--- src/rtl/exu_mdu_ctrl.sv ---
// RV64M multiply/divide sequencer: 64-step shift-add multiply / restoring divide beside the EXU ALU.
// Latency: result valid 66 edges after accept (1 edge for divide-by-zero / signed overflow).
// Backpressure: in_ready only in IDLE; result held in DONE until out_ready; flush kills the op.
module exu_mdu_ctrl #(
    parameter int XLEN  = 64,
    parameter int CNT_W = 7
) (
    input  logic            clk,
    input  logic            rst,
    input  logic            flush,
    input  logic            in_valid,
    output logic            in_ready,
    input  logic [2:0]      func3,
    input  logic            w_type,
    input  logic [XLEN-1:0] rs1,
    input  logic [XLEN-1:0] rs2,
    input  logic [4:0]      rd_addr,
    output logic            out_valid,
    input  logic            out_ready,
    output logic [XLEN-1:0] result,
    output logic [4:0]      rd_addr_o,
    output logic            busy
);
    localparam int HALF = XLEN / 2;
    localparam logic [CNT_W-1:0] LAST = CNT_W'(XLEN - 1);

    typedef enum logic [1:0] {S_IDLE, S_CALC, S_FIX, S_DONE} state_t;
    state_t state, state_n;

    logic [CNT_W-1:0] cnt;
    logic [2:0]       op_f3;
    logic             op_w, neg_a, neg_b;
    logic [4:0]       rd_q;
    logic [XLEN-1:0]  acc_hi, acc_lo, opb;

    function automatic logic [XLEN-1:0] wsext(input logic [XLEN-1:0] v, input logic w);
        return w ? {{HALF{v[HALF-1]}}, v[HALF-1:0]} : v;
    endfunction

    // Operand decode at acceptance: extension, magnitudes, special-case detection
    logic            is_div, sgn_a, sgn_b, neg_a_in, neg_b_in, div_zero, div_ovf, special, accept;
    logic [XLEN-1:0] a_ext, b_ext, mag_a, mag_b, min_val, sp_raw;

    always_comb begin
        is_div  = func3[2];
        sgn_a   = is_div ? ~func3[0] : (func3 == 3'b001 || func3 == 3'b010);
        sgn_b   = is_div ? ~func3[0] : (func3 == 3'b001);
        a_ext   = rs1;
        b_ext   = rs2;
        min_val = {1'b1, {(XLEN-1){1'b0}}};
        if (w_type) begin
            a_ext   = {{HALF{sgn_a & rs1[HALF-1]}}, rs1[HALF-1:0]};
            b_ext   = {{HALF{sgn_b & rs2[HALF-1]}}, rs2[HALF-1:0]};
            min_val = {{(HALF+1){1'b1}}, {(HALF-1){1'b0}}};
        end
        neg_a_in = sgn_a & a_ext[XLEN-1];
        neg_b_in = sgn_b & b_ext[XLEN-1];
        mag_a    = neg_a_in ? -a_ext : a_ext;
        mag_b    = neg_b_in ? -b_ext : b_ext;
        div_zero = is_div && (b_ext == '0);
        div_ovf  = is_div && sgn_a && (a_ext == min_val) && (b_ext == '1);
        special  = div_zero || div_ovf;
        if (div_zero) sp_raw = func3[1] ? a_ext : '1;
        else          sp_raw = func3[1] ? '0 : a_ext;
    end

    assign in_ready  = (state == S_IDLE);
    assign busy      = (state != S_IDLE);
    assign rd_addr_o = rd_q;
    assign accept    = in_valid && in_ready && !flush;

    // One iteration: acc_lo holds multiplier (mul) or dividend/quotient (div); acc_hi the partial
    logic [XLEN:0]   mul_sum, div_part;
    logic [XLEN-1:0] div_diff;
    logic            div_ge;

    always_comb begin
        mul_sum  = {1'b0, acc_hi} + (acc_lo[0] ? {1'b0, opb} : '0);
        div_part = {acc_hi, acc_lo[XLEN-1]};
        div_ge   = (div_part >= {1'b0, opb});
        div_diff = div_part[XLEN-1:0] - opb;
    end

    logic [2*XLEN-1:0] prod_s;
    logic [XLEN-1:0]   quo_s, rem_s, fix_raw;

    always_comb begin
        prod_s  = (neg_a ^ neg_b) ? -{acc_hi, acc_lo} : {acc_hi, acc_lo};
        quo_s   = (neg_a ^ neg_b) ? -acc_lo : acc_lo;
        rem_s   = neg_a ? -acc_hi : acc_hi;
        if (op_f3[2])             fix_raw = op_f3[1] ? rem_s : quo_s;
        else if (op_f3 == 3'b000) fix_raw = prod_s[XLEN-1:0];
        else                      fix_raw = prod_s[2*XLEN-1:XLEN];
    end

    always_comb begin
        state_n = state;
        case (state)
            S_IDLE: if (accept) state_n = special ? S_DONE : S_CALC;
            S_CALC: if (cnt == LAST) state_n = S_FIX;
            S_FIX:  state_n = S_DONE;
            S_DONE: if (out_valid && out_ready) state_n = S_IDLE;
            default: state_n = S_IDLE;
        endcase
        if (flush) state_n = S_IDLE;
    end

    // out_valid is registered off DONE, so it rises one edge after DONE is entered
    always_ff @(posedge clk) begin
        if (rst) begin
            state     <= S_IDLE;
            cnt       <= '0;
            out_valid <= 1'b0;
            result    <= '0;
            rd_q      <= '0;
            op_f3     <= '0;
            op_w      <= 1'b0;
            neg_a     <= 1'b0;
            neg_b     <= 1'b0;
            acc_hi    <= '0;
            acc_lo    <= '0;
            opb       <= '0;
        end else begin
            state     <= state_n;
            out_valid <= (state == S_DONE) && !(out_valid && out_ready) && !flush;
            if (accept) begin
                op_f3  <= func3;
                op_w   <= w_type;
                rd_q   <= rd_addr;
                neg_a  <= neg_a_in;
                neg_b  <= neg_b_in;
                cnt    <= '0;
                acc_hi <= '0;
                acc_lo <= mag_a;
                opb    <= mag_b;
                if (special) result <= wsext(sp_raw, w_type);
            end else if (state == S_CALC) begin
                cnt <= cnt + 1'b1;
                if (op_f3[2]) begin
                    acc_hi <= div_ge ? div_diff : div_part[XLEN-1:0];
                    acc_lo <= {acc_lo[XLEN-2:0], div_ge};
                end else begin
                    acc_hi <= mul_sum[XLEN:1];
                    acc_lo <= {mul_sum[0], acc_lo[XLEN-1:1]};
                end
            end else if (state == S_FIX) begin
                result <= wsext(fix_raw, op_w);
            end
        end
    end
endmodule

--- config.mk ---
export PLATFORM = sky130hd
export DESIGN_NAME = exu_mdu_ctrl
export DESIGN_NICKNAME = d
export VERILOG_FILES = /design/src/rtl/exu_mdu_ctrl.sv
export SDC_FILE = /design/constraint.sdc
export NUM_CORES = 2
export LEC_CHECK = 0
export CAP_MARGIN = 20
export CELL_PAD_IN_SITES_DETAIL_PLACEMENT = 1
export CELL_PAD_IN_SITES_GLOBAL_PLACEMENT = 2
export CORE_MARGIN = 5
export CORE_UTILIZATION = 35
export CTS_BUF_LIST = sky130_fd_sc_hd__clkbuf_16
export CTS_CLUSTER_DIAMETER = 200
export DETAILED_ROUTE_END_ITERATION = 8
export GPL_ROUTABILITY_DRIVEN = 0
export PLACE_DENSITY = 0.82
export SYNTH_ARGS = -nofsm -noshare
export SYNTH_HDL_FRONTEND = slang
export SYNTH_SLANG_ARGS = --single-unit
--- constraint.sdc ---
create_clock -name clk -period 10.3 [get_ports clk]
set_input_delay 1.03 -clock clk [delete_from_list [all_inputs] [get_ports clk]]
set_output_delay 1.03 -clock clk [all_outputs]
set_load 0.01 [all_outputs]
# ---- Yosys cells after proc, flatten, opt, wreduce, memory -nomap -nowiden
# Cells that the tools add are included.
# W data, S select, Z words.
dict set report totals {
  regBits 277
  out_inout_bits 72
  elab_cells 96
}
dict set report op_classes {
  eq_ne 13
  n_lt_le_gt_ge 1
  n_reduce_logical 23
  bitwise_logic 6
  n_addsub 8
  muxes 33
}
# op n
set ops {}
lappend ops {{$mux W64} 24}
lappend ops {{$neg A64 Y64} 4}
lappend ops {{$mux W128} 1}
lappend ops {{$neg A128 Y128} 1}
lappend ops {{$add A64 B64 Y65} 1}
lappend ops {{$ge A65 B64 Y1} 1}
lappend ops {{$eq A64 B64 Y1} 1}
lappend ops {{$eq A64 B64 Y1 const B} 1}
lappend ops {{$logic_not A64 Y1} 1}
lappend ops {{$sub A64 B64 Y64} 1}
lappend ops {{$mux W63} 1}
lappend ops {{$logic_and A1 B1 Y1} 9}
lappend ops {{$mux W2} 4}
lappend ops {{$ne A2 B2 Y1 const B} 4}
lappend ops {{$pmux W2 S4} 1}
lappend ops {{$add A7 B1 Y7 const B} 1}
lappend ops {{$eq A7 B6 Y1 const B} 1}
lappend ops {{$reduce_and A3 Y1} 2}
lappend ops {{$reduce_bool A2 Y1} 3}
lappend ops {{$and A1 B1 Y1} 4}
lappend ops {{$eq A2 B2 Y1 const B} 2}
lappend ops {{$reduce_or A2 Y1} 2}
lappend ops {{$eq A3 B1 Y1 const B} 1}
lappend ops {{$eq A3 B2 Y1 const B} 1}
lappend ops {{9 further kinds} 12}

# ---- Longest topological paths before layout
dict set report logic_depth {
  word_depth 12
  ltp_mapped 16
  depth_no_buf 13
}

# ---- Worst setup path before layout
# Ideal clock, no wire load.
dict set report synth_path {
  kind {flip-flop to flip-flop}
  from {register acc_lo[0]}
  to {register acc_hi[59]}
  required_time_ns 10.226
  path_stages_with_launch 16
  t_arrival_ns 4.193
  setup_ns 0.074
  synth_period_minus_slack_ns 4.267
  setup_slack_ns 6.033
  cell_sequence {dfxtp_1 -> inv_1 -> clkbuf_1 -> clkbuf_1 -> nor2_1 -> ha_1 -> a21oi_1 -> nor2_1 -> or4_1 -> o32a_1 -> a221oi_1 -> o21ai_0 -> a2111o_1 -> nand3_1 -> or3b_2 -> a31oi_1}
}
dict set report synth_via {
  elab_chain_len 3
}
# element line_no
set synth_lines {}
lappend synth_lines {{start, declared} 34} ;# logic [XLEN-1:0] acc_hi, acc_lo, opb;
lappend synth_lines {{start signal, assigned} 134} ;# acc_lo <= mag_a;
lappend synth_lines {{start signal, assigned} 141} ;# acc_lo <= {acc_lo[XLEN-2:0], div_ge};
lappend synth_lines {{start signal, assigned} 144} ;# acc_lo <= {mul_sum[0], acc_lo[XLEN-1:1]};
lappend synth_lines {{$mux W64} 78} ;# mul_sum = {1'b0, acc_hi} + (acc_lo[0] ? {1'b0, opb} : '0);
lappend synth_lines {{$add A64 B64 Y65} 78}
lappend synth_lines {{$mux W64} 139} ;# if (op_f3[2]) begin
lappend synth_lines {{end signal, assigned} 140} ;# acc_hi <= div_ge ? div_diff : div_part[XLEN-1:0];
lappend synth_lines {{end signal, assigned} 143} ;# acc_hi <= mul_sum[XLEN:1];
lappend synth_lines {{end, declared} 34}
# Every way passes these cells.
# A chain may end at the register's enable or synchronous reset.

# ---- Worst setup path after layout
dict set report layout_path {
  from {input port rs2[10]}
  to {register result[48]}
}
dict set report layout_via {
  elab_chain_len 7
}
# element line_no
set layout_lines {}
lappend layout_lines {{start, declared} 16} ;# input logic [XLEN-1:0] rs2,
lappend layout_lines {{$mux W64 (*)} 51} ;# if (w_type) begin
lappend layout_lines {{$logic_not A64 Y1} 60} ;# div_zero = is_div && (b_ext == '0);
lappend layout_lines {{$logic_and A1 B1 Y1} 60}
lappend layout_lines {{$mux W64} 63} ;# if (div_zero) sp_raw = func3[1] ? a_ext : '1;
lappend layout_lines {{$mux W64} 37} ;# return w ? {{HALF{v[HALF-1]}}, v[HALF-1:0]} : v;
lappend layout_lines {{$mux W64} 136} ;# if (special) result <= wsext(sp_raw, w_type);
lappend layout_lines {{$mux W64} 126} ;# if (accept) begin
lappend layout_lines {{end signal, assigned} 136}
lappend layout_lines {{end signal, assigned} 147} ;# result <= wsext(fix_raw, op_w);
lappend layout_lines {{end, declared} 20} ;# output logic [XLEN-1:0] result,
# Mark *: on every way between the ends. The rest lies on a longest branch, timed or not. The select of a mux whose other input is x is not followed.

==> metrics.cfg <==
[run_status]
status=finished clean

[clocking]
postCtsHoldBufs=0
postCtsSetupBuffers=0
cts.sinks=277
cts_buffers=39
worst_setup_hold_path_clk_slew_ns=0.06
clock-root-buffer=clkbuf_16
clkLatencyLatePin_ns=0.60
cts_resized=0
cts-htree-levels=2
clk_path_buf_depth=3
cts_tree=built

[synthesis]
synthFlopType=dfxtp_1
yosysTopAreaCell=dfxtp_1
avgSynthCellArea_um2=6.850
ys_ff_latch=277
async_flop_share_pct=0
synth_area_um2=31460
synth.yosys.seq_area_share_pct=17.63
synth_top_area_share_pct=17.63
yosysWarnings=0
synthCells=4592
netlist-cell-type-count=96
synth_edf_count=0
synth_area_leaders=dfxtp_1 18%, a21oi_1 7.2%, nor2_1 6.5%
syn_nets=4874

[final_layout]
layout_commonest_cell=nor2_1
layout_common_cells=537 x nor2_1, 449 x a21oi_1, 413 x nand2_1
n_fill_cell=11270
final_nets=4823
layout-drive-gt1-share_pct=5.426
syn_to_final_growth_pct=13.31

[critical_path]
required_ns=10.80
end_kind=register
crit_path_cell_trace=clkdlybuf4s50_1 > or4_1 > or3_1 > nor3_2 > buf_4 > and4_2 > buf_4 > nor3_1 > nor3_2 > buf_4 > nand2b_1 > nor2_1 > a32o_1
cp_num_buf_inv=4
slowest_delay_ns=0.63
worstSetupStartpointType=input pin
path_class=input pin to register
critPathSlowestCell=or4_1
path_delay_family=simple AND/OR/NAND/NOR gates
path_common_cell=buf_4
critPathMaxFanout=62
crit_start=rs2[10]
r2r_start=acc_lo[1]$_SDFFE_PP0P_
cp.arrival_ns=5.97

[grt]
grt_pass1_vias=35540
grt_max_degree=164
grt_pass1_wl_mm=239.9
gr-total-overflow=0
grt_antenna_before_repair=13
grt.total_usage_pct=32.62

[pwr]
ir_worst_vdd_mv=0.09345
power.density_nw_per_um2=143.4
total_power_uw=5112
p_leak_uw=0.01347

[timing]
finalSetupViolCount=0
fin_skew_ns=0.04692
rsz0062_at_grt=no
min_period_over_period_pct=53.06
drv_slew=0
finalHoldViolCount=0
tns_ns=0
relSlewSlack_pct=15.67
period_minus_slack_ns=5.466
worst_slew_pin_slew_ns=1.257
fmax_mhz=183.0

[route]
wl_per_cell_um=28.45
vias=37050
drt-vias-per-instance=6.441
first_iter_violations=3974
wirelength_mm=163.7
antenna_left=0
first_pass_iters=6
drc_errors=0

[floorplanning]
start_util_pct=35.11
die_area_um2=95970
io_pins=214
core_area_um2=89600
row_count=110
die_x_um=309.8
die_h_um=309.8

[place]
dp_hpwl_mm=125.6
io_buffers=213

[hold_path]
hp-start=opb[45]$_SDFFE_PP0P_
holdCritPathClass=register to register

[run]
cap_violations=0

routing by layer:
layer / GRT usage [%] / wire (um) / up-vias
li1: - / - / 16700
met1: 46.63 / 72750 / 18320
met2: 48.58 / 68250 / 1688
met3: 6.717 / 15410 / 325
met4: 11.70 / 7147 / 16
met5: 0 / 110 / -
metrics by stage:
step | setup slack [ns] | instance area, um^2 | instances | util [%] | hold WS [ns]
final | 4.834 | 35640 | 5752 | 39.78 | 0.4516
after global routing | 4.566 | 35630 | 5747 | 39.76 | 0.4758
after CTS | 4.939 | 35590 | 5745 | 39.72 | 0.4516
after detailed placement | 4.353 | 34300 | 5674 | 38.28 | 0.4458
after global placement | 4.442 | 34290 | 5673 | 38.27 | 0.4399
after floorplan | 6.033 | 31460 | 4592 | - | 0.4319
final cells by class:
class | instances | area [um^2] | share of cell area (%)
Tap cell | 1176 | 1471 | 4.128
Sequential cell | 277 | 5552 | 15.58
Multi-Input combinational cell | 3774 | 23920 | 67.13
Timing Repair Buffer | 303 | 2836 | 7.959
Antenna cell | 5 | 12.51 | 0.03511
Inverter | 146 | 550.5 | 1.545
Clock buffer | 39 | 975.9 | 2.738
Clock inverter | 32 | 317.8 | 0.8917
registers in the layout, indices dropped and copies added (netlist names), 2 cells and up:
name	flops
state	2
opb	64
op_f3	3
acc_hi	64
rd_addr_o	5
acc_lo	64
cnt	7
result	64
logic make-up after synthesis:
| kind of cell | share of synthesized area [%] |
|---|---|
| adders and majority gates | 6.380 |
| muxes | 3.942 |
| buffers and inverters | 6.587 |
| AOI/OAI and AO/OA | 32.10 |
| xor gates and xnor gates | 10.36 |
| and+or+nand+nor | 23.00 |
| DFF | 17.63 |
where the power goes:
| group | total, uW | switching [uW] | internal, uW |
|---|---|---|---|
| Combinational | 2400 | 1610 | 793 |
| Sequential | 1290 | 134 | 1150 |
| Clock | 1420 | 599 | 824 |
| Total | 5110 | 2340 | 2770 |
worst reg2reg max path, cell delays in order, from the launching register on:
cell and delay [ns]:
dfxtp_1 0.41, inv_1 0.13, ha_1 0.26, nor3b_1 0.61, nand4b_1 0.42, or4_4 0.60, or4_1 0.76, o31ai_1 0.39
xnor2_1 0.16, nor2_1 0.06, nor4_1 1.03, a21oi_1 0.18, a211oi_1 0.29
Yosys cell counts (43+ instances only):
library cell and n:
nor2_1 542, a21oi_1 451, nand2_1 414, clkbuf_1 345
o21ai_0 316, dfxtp_1 277, xnor2_1 202, a211oi_1 186
xor2_1 170, inv_1 142, ha_1 138, nor3_1 127
mux2i_1 98, a21o_1 93, nand3_1 85, nand4_1 78
a31oi_1 75, nor4_1 59, or3_1 53, o31ai_1 45
o211ai_1 43
final timing paths:
| check | depth (start not counted) | end | slack (ns) |
|---|---|---|---|
| setup / recovery | 13 | result[48]$_SDFFE_PP0P_ | 4.83 |
| hold / removal | 2 | opb[45]$_SDFFE_PP0P_ | 0.45 |
| setup reg to reg | 12 | result[22]$_SDFFE_PP0P_ | 4.92 |
| hold reg to reg | 2 | opb[45]$_SDFFE_PP0P_ | 0.45 |
No activity file was read; power rests on OpenSTA's default activity.
